===== config.mk =====
export PLATFORM = sky130hd
export DESIGN_NAME = dct_rle_encoder
export DESIGN_NICKNAME = d
export VERILOG_FILES = /design/src/rtl/dct_rle_encoder.sv
export SDC_FILE = /design/constraint.sdc
export NUM_CORES = 1
export LEC_CHECK = 0
export CAP_MARGIN = 25
export CELL_PAD_IN_SITES_DETAIL_PLACEMENT = 1
export CELL_PAD_IN_SITES_GLOBAL_PLACEMENT = 1
export CORE_UTILIZATION = 31
export DETAILED_ROUTE_END_ITERATION = 8
export GPL_TIMING_DRIVEN = 0
export HOLD_SLACK_MARGIN = 0.08
export PLACE_DENSITY = 0.8
export REMOVE_ABC_BUFFERS = 1
export SYNTH_ARGS = -nofsm -noshare
export SYNTH_HDL_FRONTEND = slang
export SYNTH_SLANG_ARGS = --single-unit

===== constraint.sdc =====
create_clock -name clk -period 3.1 [get_ports clk]
set_input_delay 0.31 -clock clk [delete_from_list [all_inputs] [get_ports clk]]
set_output_delay 0.31 -clock clk [all_outputs]
set_load 0.02 [all_outputs]

===== src/rtl/dct_rle_encoder.sv =====
// Quantizing run-length encoder: (run, level) tokens plus one EOB per block.
// Optional macro RLE_SAT_EN clamps levels instead of wrapping them.
module dct_rle_encoder #(
  parameter int COEF_W    = 18,
  parameter int LEVEL_W   = 10,
  parameter int SHIFT     = 6,
  parameter int BLOCK_LEN = 8,
  parameter int RUN_W     = $clog2(BLOCK_LEN)
) (
  input  logic               clk,
  input  logic               reset,
  input  logic               in_valid,
  output logic               in_ready,
  input  logic [COEF_W-1:0]  coef_in,
  output logic               out_valid,
  input  logic               out_ready,
  output logic [RUN_W-1:0]   out_run,
  output logic [LEVEL_W-1:0] out_level,
  output logic               out_eob
);

  localparam int QW = COEF_W - SHIFT + 1;

  typedef enum logic {
    RUN,
    EOB_PEND
  } state_e;

  state_e             state_q, state_d;
  logic [RUN_W-1:0]   idx_q, idx_d;
  logic [RUN_W-1:0]   zrun_q, zrun_d;
  logic               vld_q, vld_d;
  logic [RUN_W-1:0]   run_q, run_d;
  logic [LEVEL_W-1:0] lvl_q, lvl_d;
  logic               eob_q, eob_d;

  logic               neg;
  logic [COEF_W:0]    mag;
  logic [QW-1:0]      mag_sh;
  logic [QW-1:0]      q_full;
  logic [LEVEL_W-1:0] lvl;
  logic               acc;
  logic               xfer;
  logic               last;

  // Sign-magnitude shift truncates toward zero for both signs.
  assign neg    = coef_in[COEF_W-1];
  assign mag    = neg ? -{coef_in[COEF_W-1], coef_in}
                      : {1'b0, coef_in};
  assign mag_sh = QW'(mag >> SHIFT);
  assign q_full = neg ? -mag_sh : mag_sh;

`ifdef RLE_SAT_EN
  localparam logic signed [QW-1:0] LMAX =
    QW'((1 << (LEVEL_W-1)) - 1);
  localparam logic signed [QW-1:0] LMIN =
    QW'(-(1 << (LEVEL_W-1)));

  always_comb begin
    lvl = q_full[LEVEL_W-1:0];
    if ($signed(q_full) > LMAX) begin
      lvl = LMAX[LEVEL_W-1:0];
    end else if ($signed(q_full) < LMIN) begin
      lvl = LMIN[LEVEL_W-1:0];
    end
  end
`else
  assign lvl = LEVEL_W'(q_full);
`endif

  assign in_ready = (state_q == RUN) && (!vld_q || out_ready);
  assign acc      = in_valid && in_ready;
  assign xfer     = vld_q && out_ready;
  assign last     = idx_q == RUN_W'(BLOCK_LEN - 1);

  always_comb begin
    state_d = state_q;
    idx_d   = idx_q;
    zrun_d  = zrun_q;
    vld_d   = vld_q;
    run_d   = run_q;
    lvl_d   = lvl_q;
    eob_d   = eob_q;
    if (xfer) begin
      vld_d = 1'b0;
    end
    unique case (state_q)
      RUN: begin
        if (acc) begin
          idx_d = idx_q + RUN_W'(1);
          if (lvl != '0) begin
            vld_d  = 1'b1;
            run_d  = zrun_q;
            lvl_d  = lvl;
            eob_d  = 1'b0;
            zrun_d = '0;
            if (last) begin
              state_d = EOB_PEND;
            end
          end else if (last) begin
            vld_d  = 1'b1;
            run_d  = '0;
            lvl_d  = '0;
            eob_d  = 1'b1;
            zrun_d = '0;
          end else begin
            zrun_d = zrun_q + RUN_W'(1);
          end
        end
      end
      EOB_PEND: begin
        // EOB replaces the final level token as it leaves.
        if (xfer) begin
          vld_d   = 1'b1;
          run_d   = '0;
          lvl_d   = '0;
          eob_d   = 1'b1;
          state_d = RUN;
        end
      end
    endcase
  end

  always_ff @(posedge clk) begin
    if (reset) begin
      state_q <= RUN;
      idx_q   <= '0;
      zrun_q  <= '0;
      vld_q   <= 1'b0;
      run_q   <= '0;
      lvl_q   <= '0;
      eob_q   <= 1'b0;
    end else begin
      state_q <= state_d;
      idx_q   <= idx_d;
      zrun_q  <= zrun_d;
      vld_q   <= vld_d;
      run_q   <= run_d;
      lvl_q   <= lvl_d;
      eob_q   <= eob_d;
    end
  end

  assign out_valid = vld_q;
  assign out_run   = run_q;
  assign out_level = lvl_q;
  assign out_eob   = eob_q;

endmodule


==> results.json <==
{
  "clock_skew_ps": 12.2,
  "finalSetupViolCount": 0,
  "cp_max_fo": 6,
  "power.switching_mw": 0.221,
  "grt_pass1_vias": 1515,
  "hold_class": "flop to flop",
  "reg2regPathDepth": 7,
  "synth_most_common_cell": "nand2_1",
  "routedWlPerCell_um": 16.2,
  "dp_hpwl_um": 2850,
  "pwr-share-comb_pct": 27.9,
  "post-route-util_pct": 48.4,
  "ff2ff_setup_slack_ps": 1230,
  "cts.htree.levels": 1,
  "syn_area_per_cell_um2": 7.96,
  "p_leak_nw": 0.796,
  "port_buffers": 36,
  "cts_buffers": 3,
  "final_area_um2": 2140,
  "antenna_found_initial": 0,
  "grt.overflow.total": 0,
  "outcome": "finished clean",
  "irDropWorstVdd_v": 0.000294,
  "start_util_pct": 32.8,
  "wl_um": 4500,
  "grt_usage_pct": 18.5,
  "path_class": "input pin to flop",
  "worstMarginPinSlew_ps": 485,
  "drt_pre_antenna_iters": 4,
  "synth.area.top_cells": "dfxtp_1 (30%), nand2_1 (7.8%), xnor2_1 (6.6%)",
  "clkSinkCount": 22,
  "ys_types": 46,
  "ant_nets": 0,
  "ys.flop_type": "dfxtp_1",
  "area_growth_syn_to_layout_pct": 47.5,
  "place.gp.congestion": 0.798,
  "finalCritPeriodShare_pct": 99.4,
  "synth_seq_area_share_pct": 30.4,
  "yosys_register_bits": 22,
  "yosysWarnings": 0,
  "layout.nets": 252,
  "clockBufferDepth": 2,
  "finalHoldViolCount": 0,
  "synth-edff-count": 0,
  "clkPwrFrac_pct": 33.8,
  "internal_power_mw": 0.573,
  "grt_max_degree": 14,
  "pwr-share-seq_pct": 38.2,
  "worstSkewPairLatency_ps": 270,
  "maxCapViolations": 0,
  "dr.first_iter.drc_count": 82,
  "synth_top_area_cell": "dfxtp_1",
  "layout_min_cycle_time_ps": 3080,
  "synthTopCellsByCount": "nand2_1 (30), dfxtp_1 (22), o22ai_1 (13)",
  "synth_cells": 182,
  "via_count": 1510,
  "startpoint_type": "input pin",
  "worstPathRequired_ps": 3270,
  "dpl-instance-area_um2": 1830,
  "die_width_um": 70.4,
  "ios": 38,
  "cts_tree": "done",
  "num_antenna_cells": 0,
  "async_flop_share_pct": 0,
  "yosysTopAreaCellShare_pct": 30.4,
  "dieHeight_um": 70.4,
  "report.final.slew_viol_count": 0,
  "fmax_mhz": 324,
  "routed_via_density": 5.45,
  "switching_share_pct": 27.9,
  "crit_path_end_kind": "flop",
  "dieArea_um2": 4950,
  "drive_gt1_share_pct": 21.3,
  "core_um2": 4410,
  "rsz0062_at_grt": "yes",
  "path_clk_slew_ps": 70,
  "cts_root_buf": "clkbuf_8",
  "power.density_nw_per_um2": 372,
  "maxSlewHeadroom_pct": 67.6,
  "ctsHoldBuffers": 0,
  "min_path_cells": 2,
  "drc": 0,
  "rows": 24,
  "syn-cell-area_um2": 1450,
  "arrival_ps": 3260,
  "grt_pass1_wl_um": 7450
}
-- through the flow --
step                      setup TNS (ps)  hold WS (ps)  power (mW)  setup slack [ps]  std cells
after floorplan                     -769           376       0.400             -87.8        171
after global placement            -19720           447       0.480             -1290        259
after detailed placement          -20910           462       0.485             -1350        260
after CTS                              0           475       0.778              2.03        273
after global routing                -121           485       0.838             -89.0        277
final                                  0           471       0.795              17.1        277
-- cell type report --
cell class,count,area (um2)
Timing Repair Buffer,50,483
Tap cell,52,65.1
Sequential cell,22,440
Clock buffer,3,41.3
Clock inverter,1,30.0
Inverter,6,25.0
Fill cell,517,2280
Multi-Input combinational cell,143,1050
-- flip-flops by register name, summed over array words and instances, names as in the netlist --
name,flops
out_level,10
idx_q,3
out_run,3
zrun_q,3
out_eob,1
out_valid,1
state_q,1
-- per-layer routing --
layer / wire length (um) / global-route usage (%) / vias up
li1: - / - / 736
met1: 2090 / 25.6 / 736
met2: 2220 / 30.6 / 30
met3: 114 / 3.17 / 8
met4: 81 / 2.89 / 0
met5: 0 / 0 / -
-- power groups by stage --
stage	Combinational, mW	Clock (mW)	Sequential [mW]
floorplan	0.0783	0	0.322
global placement	0.170	0	0.310
detailed placement	0.175	0	0.310
CTS	0.201	0.274	0.304
global route	0.237	0.295	0.306
finish	0.222	0.269	0.304
-- layout by cell type, fill, tap and decap left out, drive strengths merged, types with 4 or more instances in the layout --
cell type and n:
nor2 7, xnor2 11, ha 4, mux2i 4, inv 6, nand2 31
clkbuf 4, xor2 6, o22ai 13, nand3 5, nor3 6, a21oi 12
dfxtp 22, clkdlybuf4s50 27, buf 17
-- cell families (layout without fill, tap and decap cells) --
family          Yosys count  count (layout)  share of synthesized area (%)
compound gates           46              46                           21.2
xor+xnor                 17              17                           10.3
fa+ha+maj                 4               4                           3.45
buf+inv                  17              60                           4.84
flops                    22              22                           30.4
mux                       6               6                           4.32
simple gates             70              70                           25.6
-- path summary, 6_finish.rpt --
| kind | start | to |
|---|---|---|
| setup / recovery | coef_in[2] | out_eob |
| hold / removal | idx_q[2] | idx_q[2] |
| setup reg to reg | idx_q[0] | out_level[8] |
| hold reg to reg | idx_q[2] | idx_q[2] |
-- worst max-delay path, cell delays in order --
cell	delay, ps
buf_6	100
nor4_4	270
buf_6	170
nand2_4	50
o21ai_2	120
xor2_1	180
ha_2	290
xor2_4	110
a211oi_1	440
o31ai_2	140
or4b_4	590
or2_1	240
a221oi_2	260
-- timing repair --
item / CTS / global route
setup buffers: 9 / 4
pin swaps: 12 / 7
gates resized for setup: 28 / 18
endpoints found under the setup margin: 19 / 19
Note: power is estimated with default switching activity, not from simulation.
